### src/rtl/dino_pkg.sv
// -----------------------------------------------------------------------------
// dino_pkg
// Shared definitions for the dino obstacle game controller.
//   - Row / obstacle codes (2-bit): NO_OBS, DINO_TOP, DINO_MID, DINO_BOT
//   - Game state encoding: ST_IDLE, ST_PLAY, ST_OVER, ST_CLEAR
//   - Helper functions for the score, index and speed-up arithmetic
// Optional feature macro used by the users of this package: DINO_SPEEDUP_EN
// -----------------------------------------------------------------------------
package dino_pkg;

  localparam logic [1:0] NO_OBS   = 2'b00;
  localparam logic [1:0] DINO_TOP = 2'b01;
  localparam logic [1:0] DINO_MID = 2'b10;
  localparam logic [1:0] DINO_BOT = 2'b11;

  typedef enum logic [1:0] {
    ST_IDLE  = 2'b00,
    ST_PLAY  = 2'b01,
    ST_OVER  = 2'b10,
    ST_CLEAR = 2'b11
  } dino_state_e;

  // Saturating 8-bit increment (score and shift count stop at 255).
  function automatic logic [7:0] sat_inc8(input logic [7:0] val);
    logic [7:0] res;
    if (val == 8'hFF) begin
      res = 8'hFF;
    end else begin
      res = val + 8'd1;
    end
    return res;
  endfunction

  // Modulo increment of the obstacle sequence index: last wraps to 0.
  function automatic logic [4:0] wrap_inc5(input logic [4:0] val,
                                           input logic [4:0] last);
    logic [4:0] res;
    if (val >= last) begin
      res = 5'd0;
    end else begin
      res = val + 5'd1;
    end
    return res;
  endfunction

  // Next period after a speed-up event: max(period - step, floor).
  // Written as a comparison on the distance to the floor so that the
  // 24-bit subtraction can never wrap below the floor.
  function automatic logic [23:0] speedup_period(input logic [23:0] period,
                                                 input logic [23:0] step,
                                                 input logic [23:0] floor);
    logic [23:0] res;
    if ((period >= floor) && ((period - floor) >= step)) begin
      res = period - step;
    end else begin
      res = floor;
    end
    return res;
  endfunction

endpackage

### src/rtl/dino_tick_gen.sv
// -----------------------------------------------------------------------------
// dino_tick_gen
// Obstacle step timer. Counts 0..period while run is high and raises tick for
// the cycle in which the count equals the period. With DINO_SPEEDUP_EN defined
// the period shrinks by PERIOD_STEP every SPEEDUP_EVERY ticks, floored at
// MIN_PERIOD; otherwise the period is fixed at BASE_PERIOD.
// Ports:
//   clk, rst_n : clock, asynchronous active-low reset
//   run        : count enable (game in PLAY)
//   clr        : restart - counter to 0, period back to BASE_PERIOD
//   hold       : suppress the tick this cycle (collision takes priority)
//   tick       : combinational step request, registered by the parent
// -----------------------------------------------------------------------------
module dino_tick_gen
  import dino_pkg::*;
#(
  parameter logic [23:0] BASE_PERIOD   = 24'd500,
  parameter logic [23:0] MIN_PERIOD    = 24'd100,
  parameter logic [23:0] PERIOD_STEP   = 24'd50,
  parameter logic [7:0]  SPEEDUP_EVERY = 8'd5
) (
  input  logic clk,
  input  logic rst_n,
  input  logic run,
  input  logic clr,
  input  logic hold,
  output logic tick
);

  logic [23:0] cnt_r;
  logic [23:0] period_s;
  logic        wrap_s;

  // The counter wraps even when the tick is held off; the parent leaves PLAY
  // in that case, so the interval restart is irrelevant.
  assign wrap_s = run && (cnt_r == period_s);
  assign tick   = wrap_s && !hold;

  // Period counter: 0..period while running, frozen otherwise.
  always_ff @(posedge clk or negedge rst_n) begin
    if (!rst_n) begin
      cnt_r <= 24'd0;
    end else if (clr) begin
      cnt_r <= 24'd0;
    end else if (wrap_s) begin
      cnt_r <= 24'd0;
    end else if (run) begin
      cnt_r <= cnt_r + 24'd1;
    end else begin
      cnt_r <= cnt_r;
    end
  end

`ifdef DINO_SPEEDUP_EN
  logic [23:0] period_r;
  logic [7:0]  speed_cnt_r;

  assign period_s = period_r;

  // Speed-up: shorten the period after every SPEEDUP_EVERY-th tick; the new
  // value is picked up by the interval that starts on the next cycle.
  always_ff @(posedge clk or negedge rst_n) begin
    if (!rst_n) begin
      period_r    <= BASE_PERIOD;
      speed_cnt_r <= 8'd0;
    end else if (clr) begin
      period_r    <= BASE_PERIOD;
      speed_cnt_r <= 8'd0;
    end else if (tick) begin
      if (speed_cnt_r >= (SPEEDUP_EVERY - 8'd1)) begin
        speed_cnt_r <= 8'd0;
        period_r    <= speedup_period(period_r, PERIOD_STEP, MIN_PERIOD);
      end else begin
        speed_cnt_r <= speed_cnt_r + 8'd1;
        period_r    <= period_r;
      end
    end else begin
      period_r    <= period_r;
      speed_cnt_r <= speed_cnt_r;
    end
  end
`else
  logic unused_cfg_s;

  assign period_s     = BASE_PERIOD;
  // Speed-up parameters have no function in the fixed-period build.
  assign unused_cfg_s = ^{MIN_PERIOD, PERIOD_STEP, SPEEDUP_EVERY};
`endif

endmodule

### src/rtl/dino_game_ctrl.sv
// -----------------------------------------------------------------------------
// dino_game_ctrl
// Game-flow controller for the dino obstacle game. Owns the IDLE/PLAY/OVER/
// CLEAR state machine, the obstacle sequence index, the score and the shift
// count, and drives the obstacle shift and flush strobes. All outputs are
// registered. Optional speed-up feature: define DINO_SPEEDUP_EN.
// Ports:
//   clk, rst_n  : clock, asynchronous active-low reset
//   start_pulse : one-cycle (re)start strobe, ignored while in PLAY
//   dino_pos    : dino row (01 top, 10 mid, 11 bottom)
//   obs_head    : obstacle in the dino column, 00 = none
//   shift_en    : one-cycle obstacle shift / sequence load strobe
//   obs_index   : sequence index to load on the next shift_en
//   flush       : one-cycle datapath clear at the start of a game
//   state       : 00 IDLE, 01 PLAY, 10 OVER, 11 CLEAR
//   game_over   : high while in OVER
//   game_clear  : high while in CLEAR
//   score       : shifts in the current game, saturating at 255
// -----------------------------------------------------------------------------
module dino_game_ctrl
  import dino_pkg::*;
#(
  parameter logic [23:0] BASE_PERIOD   = 24'd500,
  parameter logic [23:0] MIN_PERIOD    = 24'd100,
  parameter logic [23:0] PERIOD_STEP   = 24'd50,
  parameter logic [7:0]  SPEEDUP_EVERY = 8'd5,
  parameter logic [4:0]  SEQ_LEN       = 5'd20,
  parameter logic [7:0]  CLEAR_SHIFTS  = 8'd28
) (
  input  logic       clk,
  input  logic       rst_n,
  input  logic       start_pulse,
  input  logic [1:0] dino_pos,
  input  logic [1:0] obs_head,
  output logic       shift_en,
  output logic [4:0] obs_index,
  output logic       flush,
  output logic [1:0] state,
  output logic       game_over,
  output logic       game_clear,
  output logic [7:0] score
);

  dino_state_e state_r;
  dino_state_e state_nxt_s;

  logic        play_s;
  logic        collision_s;
  logic        start_s;
  logic        tick_s;
  logic        last_shift_s;

  logic        shift_en_r;
  logic        flush_r;
  logic        game_over_r;
  logic        game_clear_r;
  logic [4:0]  obs_index_r;
  logic [7:0]  score_r;
  logic [7:0]  shift_cnt_r;

  logic        shift_en_nxt_s;
  logic        flush_nxt_s;
  logic        game_over_nxt_s;
  logic        game_clear_nxt_s;

  assign play_s       = (state_r == ST_PLAY);
  assign collision_s  = play_s && (obs_head != NO_OBS) && (obs_head == dino_pos);
  // A start is only honoured outside PLAY.
  assign start_s      = !play_s && start_pulse;
  assign last_shift_s = (shift_cnt_r == (CLEAR_SHIFTS - 8'd1));

  dino_tick_gen #(
    .BASE_PERIOD   (BASE_PERIOD),
    .MIN_PERIOD    (MIN_PERIOD),
    .PERIOD_STEP   (PERIOD_STEP),
    .SPEEDUP_EVERY (SPEEDUP_EVERY)
  ) u_tick_gen (
    .clk   (clk),
    .rst_n (rst_n),
    .run   (play_s),
    .clr   (start_s),
    .hold  (collision_s),
    .tick  (tick_s)
  );

  // State register.
  always_ff @(posedge clk or negedge rst_n) begin
    if (!rst_n) begin
      state_r <= ST_IDLE;
    end else begin
      state_r <= state_nxt_s;
    end
  end

  // Next-state logic; collision outranks the clearing tick.
  always_comb begin
    state_nxt_s = state_r;
    case (state_r)
      ST_IDLE, ST_OVER, ST_CLEAR: begin
        if (start_pulse) begin
          state_nxt_s = ST_PLAY;
        end else begin
          state_nxt_s = state_r;
        end
      end
      ST_PLAY: begin
        if (collision_s) begin
          state_nxt_s = ST_OVER;
        end else if (tick_s && last_shift_s) begin
          state_nxt_s = ST_CLEAR;
        end else begin
          state_nxt_s = ST_PLAY;
        end
      end
      default: begin
        state_nxt_s = ST_IDLE;
      end
    endcase
  end

  // Output decode, computed one cycle ahead so the strobes and status flags
  // line up with the registered state.
  always_comb begin
    shift_en_nxt_s   = tick_s;
    flush_nxt_s      = start_s;
    game_over_nxt_s  = 1'b0;
    game_clear_nxt_s = 1'b0;
    case (state_nxt_s)
      ST_OVER: begin
        game_over_nxt_s = 1'b1;
      end
      ST_CLEAR: begin
        game_clear_nxt_s = 1'b1;
      end
      default: begin
        game_over_nxt_s  = 1'b0;
        game_clear_nxt_s = 1'b0;
      end
    endcase
  end

  // Output registers for strobes and status flags.
  always_ff @(posedge clk or negedge rst_n) begin
    if (!rst_n) begin
      shift_en_r   <= 1'b0;
      flush_r      <= 1'b0;
      game_over_r  <= 1'b0;
      game_clear_r <= 1'b0;
    end else begin
      shift_en_r   <= shift_en_nxt_s;
      flush_r      <= flush_nxt_s;
      game_over_r  <= game_over_nxt_s;
      game_clear_r <= game_clear_nxt_s;
    end
  end

  // Game progress: index, score and shift count, cleared on start and
  // advanced on each (unsuppressed) tick, so they change together with
  // the rising edge of shift_en.
  always_ff @(posedge clk or negedge rst_n) begin
    if (!rst_n) begin
      obs_index_r <= 5'd0;
      score_r     <= 8'd0;
      shift_cnt_r <= 8'd0;
    end else if (start_s) begin
      obs_index_r <= 5'd0;
      score_r     <= 8'd0;
      shift_cnt_r <= 8'd0;
    end else if (tick_s) begin
      obs_index_r <= wrap_inc5(obs_index_r, SEQ_LEN - 5'd1);
      score_r     <= sat_inc8(score_r);
      shift_cnt_r <= sat_inc8(shift_cnt_r);
    end else begin
      obs_index_r <= obs_index_r;
      score_r     <= score_r;
      shift_cnt_r <= shift_cnt_r;
    end
  end

  assign shift_en   = shift_en_r;
  assign flush      = flush_r;
  assign state      = state_r;
  assign game_over  = game_over_r;
  assign game_clear = game_clear_r;
  assign obs_index  = obs_index_r;
  assign score      = score_r;

endmodule

### config.mk
export PLATFORM = sky130hd
export DESIGN_NAME = dino_game_ctrl
export DESIGN_NICKNAME = d
export VERILOG_FILES = /design/src/rtl/dino_pkg.sv /design/src/rtl/dino_tick_gen.sv /design/src/rtl/dino_game_ctrl.sv
export SDC_FILE = /design/constraint.sdc
export NUM_CORES = 1
export LEC_CHECK = 0
export ABC_AREA = 1
export BUFFER_PORTS_ARGS = -buffer_cell sky130_fd_sc_hd__buf_2
export CORE_MARGIN = 5
export CORE_UTILIZATION = 30
export CTS_CLUSTER_SIZE = 16
export DETAILED_ROUTE_END_ITERATION = 8
export SKIP_CTS_REPAIR_TIMING = 1
export SLEW_MARGIN = 20
export SYNTH_ARGS = -nofsm -noshare
export SYNTH_HDL_FRONTEND = slang
export SYNTH_HIERARCHICAL = 1
export SYNTH_SLANG_ARGS = --single-unit
### constraint.sdc
create_clock -name clk -period 2.6 [get_ports clk]
set_input_delay 0.26 -clock clk [delete_from_list [all_inputs] [get_ports clk]]
set_output_delay 0.26 -clock clk [all_outputs]
set_load 0.1 [all_outputs]
### Yosys cells after proc, flatten, opt, wreduce, memory -nomap -nowiden

Index checks and enable logic that the tools add are counted.

| word-level totals | value |
|---|---|
| register bits after elaboration | 51 |
| bits in latches | 0 |
| memory bits (writable) | 0 |
| bits in read-only memories | 0 |
| input bits | 7 |
| output and inout bits | 19 |
| word-level logic and storage cells | 55 |
| memories kept | 0 |

| cells by class | value |
|---|---|
| $add $sub $neg | 4 |
| multipliers | 0 |
| divide/modulo/power cells | 0 |
| magnitude comparators | 1 |
| eq/ne operators | 10 |
| shift operators | 0 |
| mux-type cells | 18 |
| bitwise gates (word level) | 0 |
| reduce and logical (&&, ||, !) cells | 13 |

Operator list:

| kind | number |
|---|---|
| $mux W24 | 3 |
| $mux W8 | 6 |
| $add A24 B1 Y24 const B | 1 |
| $eq A24 B9 Y1 const B | 1 |
| $add A8 B1 Y8 const B | 2 |
| $eq A8 B8 Y1 const B | 2 |
| $mux W5 | 3 |
| $eq A2 B2 Y1 const B | 4 |
| $eq A8 B5 Y1 const B | 1 |
| $logic_and A1 B1 Y1 | 6 |
| $mux W2 | 3 |
| $add A5 B1 Y5 const B | 1 |
| $ge A5 B5 Y1 const B | 1 |
| $pmux W2 S2 | 1 |
| $reduce_bool A2 Y1 | 2 |
| $reduce_bool A3 Y1 | 1 |
| $reduce_or A3 Y1 | 1 |
| $eq A2 B1 Y1 const B | 1 |
| $eq A2 B2 Y1 | 1 |
| $logic_not A1 Y1 | 2 |
| $logic_not A2 Y1 | 1 |
| $mux W1 | 2 |

### Logic depth before layout (Yosys ltp)

Gate-level depths: netlist (run 1).

| logic depth | value |
|---|---|
| depth after elaboration | 11 |
| mapped depth | 13 |
| mapped depth without buffers | 13 |

### By module

Netlist (run 1), hierarchy kept.

Modules (own cells, without submodules):

| module | times used | cells each | area each (um2) | seq. area each (um2) |
|---|---|---|---|---|
| dino_tick_gen | 1 | 215 | 1580.3 | 600.6 |
| dino_game_ctrl | 1 | 200 | 1519.0 | 675.6 |

### Worst setup path before layout (run 1)

Ideal clock, no wire load.

| timing path | value |
|---|---|
| path type | register to register |
| start | reg state_r[0] (netlist: state[0]) |
| end | reg obs_index_r[0] (netlist: obs_index[0]) |
| setup time | 0.160 ns |
| arrival | 2.385 ns |
| required time | 2.440 ns |
| path slack | 0.055 ns |
| cell stages (with the launch flop) | 12 |
| buffers on the path | 0 |
| clock period less this slack | 2.545 ns |
| cell sequence | dfrtp_1 nand2_2 inv_1 nand3_1 nor2_2 nand3_4 nor2_1 inv_2 nand2_2 inv_2 nand2_1 o21ai_1 |

| on the way | value |
|---|---|
| cells in the longest elaborated chain, start to end | 6 |
| elaborated cells on any way between the ends | 10 |
| classes of those cells | eq/ne (1); mux (1); reduce/logical (8) |

Ends and longest elaborated chain:

| what | line | text |
|---|---|---|
| start: declaration | dino_game_ctrl.sv:44 | `dino_state_e state_r;` |
| start signal: assignment | dino_game_ctrl.sv:91 | `state_r <= state_nxt_s;` |
| $eq A2 B1 Y1 (*) | dino_game_ctrl.sv:66 | `assign play_s = (state_r == ST_PLAY);` |
| named net play_s | dino_game_ctrl.sv:47 | `logic play_s;` |
| $logic_and A1 B1 Y1 (2 in a row) | dino_game_ctrl.sv:67 | `assign collision_s = play_s && (obs_head != NO_OBS) && (obs_head == dino_pos);` |
| $logic_not A1 Y1 | dino_tick_gen.sv:37 | `assign tick = wrap_s && !hold;` |
| $logic_and A1 B1 Y1 (*) | dino_tick_gen.sv:37 |  |
| named net shift_en_nxt_s | dino_game_ctrl.sv:61 | `logic shift_en_nxt_s;` |
| $reduce_bool A2 Y1 (no line) (*) | n/a |  |
| end signal: assignment | dino_game_ctrl.sv:170 | `obs_index_r <= wrap_inc5(obs_index_r, SEQ_LEN - 5'd1);` |
| end signal: assignment | dino_game_ctrl.sv:174 | `obs_index_r <= obs_index_r;` |
| end: declaration | dino_game_ctrl.sv:57 | `logic [4:0] obs_index_r;` |

The timed path passes the listed nets; every way through them passes the cells marked *.
A chain may end at the register's enable or synchronous reset.

### Worst setup path in the final report (run 1)

| timing path | value |
|---|---|
| start | reg state_r[1] (netlist: state[1]) |
| end | reg obs_index_r[4] (netlist: obs_index[4]) |

The elaborated chain is that of the path after synthesis.

==> flow_summary.ini, run 1 <==
[grt]
antenna_found_initial = 0
grtUsageTotal_pct = 11.6
grt_max_degree = 30
grt_overflow = 0
grt_pass1_wl_um = 12000
grt_pass1_vias = 2617

[final_layout]
multi_input_area_um2 = 1600
final_common_cell = nand2_1
nets = 459
n_antenna_cell = 0
final_util_pct = 34.2
drive_above_1_share_pct = 17.9
fillers = 1106
mostFrequentLayoutCells = 104 x nand2_1, 53 x nor2_1, 51 x dfrtp_1, 43 x inv_1, 37 x nand3_1
final_cells = 584
seqCellArea_um2 = 1280
synthToLayoutAreaGrowth_pct = 12.4

[placement]
placed_cells = 575
hpwl_um = 5300
port_buffers = 25
place_congestion = 0.876
placement.setup.worst_slack_ps = 389

[clock_network]
clkTransAtPathRegs_ps = 100
cts_tree = built
clkSinkCount = 51
clock_latency_ps = 310
clockBufferDepth = 2
cts_buffers = 5
root_buffer = clkbuf_8
htree_levels = 2

[route]
vias = 2724
drcViolationCount = 0
first_pass_iters = 4
drt_wl_total_um = 6940
drtIter0Drc = 77
vias_per_cell = 4.66
ant_nets = 0
wl_per_cell_um = 11.9

[worst_setup_path]
end_kind = register
crit_top_cell = inv_2
arrival_ps = 2460
cp_slowest_cell = dfrtp_1
worst_setup_path_start_kind = register
crit_fanout = 13
path_cells = inv_2 -> nand2_2 -> inv_1 -> nand3_1 -> nor2_2 -> nand3_4 -> nor2_1 -> inv_2 -> nor2_8 -> nand2_1 -> o21ai_1
max_stage_delay_ps = 400
required_ps = 2840
crit_type = register to register

[timing]
slew_viol_final = 0
worstMarginPinSlew_ps = 501
rsz0062_at_grt = no
min_period_ps = 2220
slew_headroom_pct = 66.8
timing.hold.ws_ps = 306
fin_crit_sh_pct = 85.2
setup_tns_ps = 0
clock_skew_ps = 13.0
hold_viol = 0
finalWorstSetupSlack_ps = 384
max_freq_mhz = 451
setup-violations-final = 0

[floorplan]
chipWidth_um = 112
initial_core_util_pct = 30.4
die-area_um2 = 12500
fp.dieH_um = 112
pin_count = 26
fp.coreArea_um2 = 10200
rows = 37

[logic_synthesis]
yosysSeqAreaShare_pct = 41.2
synth_area_um2 = 3100
ys_ff_latch = 51
syn_avg_cell_area_um2 = 7.47
synth_nets = 427
synthDistinctLibCells = 34
syn_inst = 415
yosys_warnings = 6

[power_and_ir_drop]
vdd_drop_max_mv = 0.256
power.leakage_nw = 1.67
powerDensity_nw_per_um2 = 568

[status]
status = complete, no violations

[hold_path]
hold_path_class = primary input to register

[flow_run]
cap_viol_max_count = 0
routing by layer:
metal  track usage (%)  part of all wire, %
met5                 0                    0
met4              4.54                  1.5
met3              3.26                  4.4
met2              18.4                   48
met1              15.1                   46
logic make-up (layout without fill, tap and decap cells):
family / count (synthesis) / in the layout / share of synthesized area (%)
compound gates: 43 / 43 / 7.95
buf+inv: 55 / 88 / 7.31
fa+ha+maj: 5 / 5 / 2.02
flops: 51 / 51 / 41.2
simple gates: 246 / 246 / 37.3
xor+xnor: 15 / 15 / 4.24
sequential cells by signal, indices dropped and copies added (netlist names):
| signal | count |
|---|---|
| shift_cnt_r | 8 |
| score | 8 |
| shift_en | 1 |
| u_tick_gen/cnt_r | 24 |
| game_over | 1 |
| game_clear | 1 |
| obs_index | 5 |
| state | 2 |
| flush | 1 |
metrics by stage:
| stage | total power, W | cell area [µm²] |
|---|---|---|
| floorplan | 0.00139 | 3100 |
| global placement | 0.00153 | 3380 |
| detailed placement | 0.00153 | 3380 |
| CTS | 0.00201 | 3470 |
| global route | 0.00210 | 3480 |
| finish | 0.00198 | 3480 |
Yosys cell counts:
cell type  count  area [µm²]
nor2_1        53         199
o211ai_1       3        22.5
a21oi_1       12        60.1
o22ai_1        4        25.0
buf_6          2        22.5
nand2_2       12        75.1
nand3_1       37         185
nor2_2        12        75.1
nor2_8         1        20.0
o21bai_1       1        7.51
nand3_4        1        17.5
or2_2          1        6.26
and2_1         1        6.26
nand3b_1       2        15.0
ha_1           5        62.6
xnor2_1        6        52.6
o21ai_0       11        55.1
nor3_1         5        25.0
nand4_1        9        56.3
a21o_1         1        7.51
o21a_1         1        7.51
buf_2          2        10.0
inv_1         43         161
xor2_1         9        78.8
nand2_4        2        22.5
nand2_1      104         390
o21ai_2        2        17.5
dfrtp_1       51        1280
o21ai_1        7        35.0
a21oi_2        1        8.76
inv_2          7        26.3
nor4_1         1        6.26
inv_4          1        6.26
nor2_4         5        56.3
area by class of cell:
type                            count  area share [%]
Clock buffer                        6            2.08
Clock inverter                      2           0.503
Inverter                           51            5.57
Multi-Input combinational cell    309            45.8
Sequential cell                    51            36.6
Tap cell                          136            4.88
Timing Repair Buffer               29            4.52
path summary, 6_finish.rpt:
path	from	end	slack, ps	depth (start not counted)
setup reg to reg	state[1]$_DFF_PN0_	obs_index[4]$_DFFE_PN0P_	380	11
hold reg to reg	u_tick_gen/cnt_r[23]$_DFFE_PN0P_	u_tick_gen/cnt_r[23]$_DFFE_PN0P_	540	2
min in group asynchronous	rst_n	u_tick_gen/cnt_r[16]$_DFFE_PN0P_	470	3
hold / removal	start_pulse	flush$_DFF_PN0_	310	3
setup / recovery	state[1]$_DFF_PN0_	obs_index[4]$_DFFE_PN0P_	380	11
max in group asynchronous	rst_n	u_tick_gen/cnt_r[21]$_DFFE_PN0P_	1830	3
critical path: cells and delay by family (launching register included):
kind	cells	cell delay (ps)
AND/OR/NAND/NOR	7	1210
flip-flops	1	400
AO/OA/AOI/OAI	1	150
buffers and inverters	3	380
power breakdown:
part	total (W)	switching [W]	leakage, nW	internal [W]
clock	0.000473	0.000279	0.0454	0.000194
combinational	0.000623	0.000493	0.918	0.000131
sequential	0.000883	0.0000399	0.702	0.000843
No activity file was read; power rests on OpenSTA's default activity.
==> run 2, diff against run 1 <==
Settings changed: SYNTH_HIERARCHICAL 1 to default.
==> run 2 against run 1 <==
The flow now finishes with violations (hold timing). Critical path type unchanged. Critical endpoint is now shift_cnt_r[7]$_DFFE_PN0P_. Combinational power is 38% lower. Cell area is 0.32% higher. Synthesized area increased by 1.5%.
==> flow_summary.ini, run 2 <==
[route]
drt_wl_total_um = 7330
drcViolationCount = 0
drtIter0Drc = 296
vias_per_cell = 4.68
ant_nets = 0
wl_per_cell_um = 11.9
vias = 2893
first_pass_iters = 4

[timing]
hold_viol = 8
min_period_ps = 1950
worstMarginPinSlew_ps = 726
setup_tns_ps = 0
rsz0062_at_grt = no
slew_headroom_pct = 51.6
slew_viol_final = 0
max_freq_mhz = 512
timing.hold.ws_ps = -3.07
clock_skew_ps = 5.44
setup-violations-final = 0
fin_crit_sh_pct = 75.2

[grt]
grt_overflow = 0
grt_pass1_wl_um = 12900
grt_pass1_vias = 2737
grt_max_degree = 32
antenna_found_initial = 0
grtUsageTotal_pct = 12.2

[floorplan]
die-area_um2 = 12600
initial_core_util_pct = 30.6
rows = 37
chipWidth_um = 112
fp.dieH_um = 112
fp.coreArea_um2 = 10300
pin_count = 26

[worst_setup_path]
r2r-start = state[1]$_DFF_PN0_
arrival_ps = 2170
reg2reg_depth = 8
worst_setup_path_start_kind = register
crit_type = register to register
required_ps = 2810
timing.rr.end = shift_cnt_r[7]$_DFFE_PN0P_
startpoint = state[1]$_DFF_PN0_
end_kind = register
crit_end = shift_cnt_r[7]$_DFFE_PN0P_
crit_fanout = 22
reg2reg_setup_slack_ps = 650

[placement]
hpwl_um = 5410
place_congestion = 0.880
port_buffers = 25

[logic_synthesis]
synthTopCellsByArea = dfrtp_1 41%, nand2_1 18%, nand3_1 9.4%, nor2_1 6.4%, inv_1 5.6%
ys_ff_latch = 51
synth_common_cells = 151 x nand2_1, 59 x nand3_1, 54 x nor2_1
synth_area_um2 = 3150
syn_avg_cell_area_um2 = 6.89
synth-edff-count = 0
yosysSeqAreaShare_pct = 40.6
synth-main-ff-cell = dfrtp_1
synth_nets = 469
yosysMostFrequentCell = nand2_1
syn_inst = 457
synthDistinctLibCells = 28
yosys_warnings = 0
ys_async_sr_fraction_pct = 100
synth_top_cell_by_area = dfrtp_1
synth_top_area_share_pct = 40.6

[clock_network]
clock_latency_ps = 310
cts_buffers = 5
htree_levels = 2
clkTransAtPathRegs_ps = 100
clockBufferDepth = 2
root_buffer = clkbuf_8
clkSinkCount = 51
cts_tree = built

[power_and_ir_drop]
power_switching_w = 0.000631
total_power_w = 0.00177
power.leakage_nw = 1.80
comb_power_share_pct = 21.9
vdd_drop_max_mv = 0.363
p_int_w = 0.00114
p_clk_share_pct = 28.4
powerDensity_nw_per_um2 = 508
sw_frac_of_total_pct = 35.6
seqPwrFrac_pct = 49.7

[final_layout]
final_util_pct = 34.0
drive_above_1_share_pct = 9.96
final_common_cell = nand2_1
mostFrequentLayoutCells = 151 x nand2_1, 59 x nand3_1, 54 x nor2_1, 51 x dfrtp_1, 47 x inv_1
n_antenna_cell = 0
synthToLayoutAreaGrowth_pct = 11.1
top_register = u_tick_gen.cnt_r
largest_reg_flops = 24
nets = 493

[status]
status = finished with violations
violations = hold timing

[flow_run]
cap_viol_max_count = 0

[hold_path]
hold_path_class = primary input to async pin
## run 2: cell count changes in the layout (fill, tap and decap cells not counted), sizes merged, moves of 3 or more
cell	delta
inv	-3
xor2	-3
nand3	+23
nand4	+5
nand2	+35
nor2	-13
a21oi	-9
o211ai	-3
## run 2: cell families after synthesis
group | after synthesis | share of synthesized area [%]
fa+ha+maj | 5 | 1.99
buf+inv | 60 | 7.91
compound gates | 33 | 5.65
flops | 51 | 40.6
xor+xnor | 11 | 3.06
simple gates | 297 | 40.8
## run 2: final cells by class
type | instances | area, µm²
Multi-Input combinational cell | 346 | 1620
Clock buffer | 6 | 82.6
Inverter | 50 | 189
Sequential cell | 51 | 1280
Tap cell | 136 | 170
Timing Repair Buffer | 27 | 140
Fill cell | 1126 | 6780
Clock inverter | 2 | 16.3
## run 2: layer usage
metal	up-vias	track usage, %	part of all wire (%)
li1	1505	-	-
met1	1340	16.4	49
met2	41	20.1	46
met3	7	1.89	3.5
met4	0	3.93	1.6
met5	-	0	0
## run 2: power by group through the flow
stage	combinational (W)	clock (W)	sequential, W
3_5_place_dp	0.000392	0	0.000897
3_3_place_gp	0.000392	0	0.000894
2_1_floorplan	0.000210	0	0.000977
6_report	0.000389	0.000504	0.000881
5_1_grt	0.000430	0.000556	0.000890
4_1_cts	0.000396	0.000521	0.000881
## run 2: through the flow
step	cell area (µm²)	cells	setup WS (ps)
finish	3500	618	646
global route	3500	618	410
CTS	3500	618	627
detailed placement	3400	610	625
global placement	3400	610	654
floorplan	3150	457	436
## run 2: worst min path at each step
stage | from | end | slack, ps | cells after the start
2_1_floorplan | rst_n | flush$_DFF_PN0_ | -40 | 0
3_3_place_gp | rst_n | u_tick_gen.cnt_r[23]$_DFFE_PN0P_ | 360 | 1
3_5_place_dp | rst_n | u_tick_gen.cnt_r[10]$_DFFE_PN0P_ | 360 | 1
4_1_cts | rst_n | u_tick_gen.cnt_r[2]$_DFFE_PN0P_ | 20 | 1
5_1_grt | rst_n | u_tick_gen.cnt_r[2]$_DFFE_PN0P_ | 60 | 1
6_report | rst_n | u_tick_gen.cnt_r[22]$_DFFE_PN0P_ | -3 | 1
## run 2: critical path, cell delays in order, from the launching register on
cell      delay [ps]
dfrtp_1          410
inv_1             60
nand2_1          130
nor2_1           150
nand3_2          220
nand2_2          400
clkinv_2         300
nand2_1          130
nand2_1           50
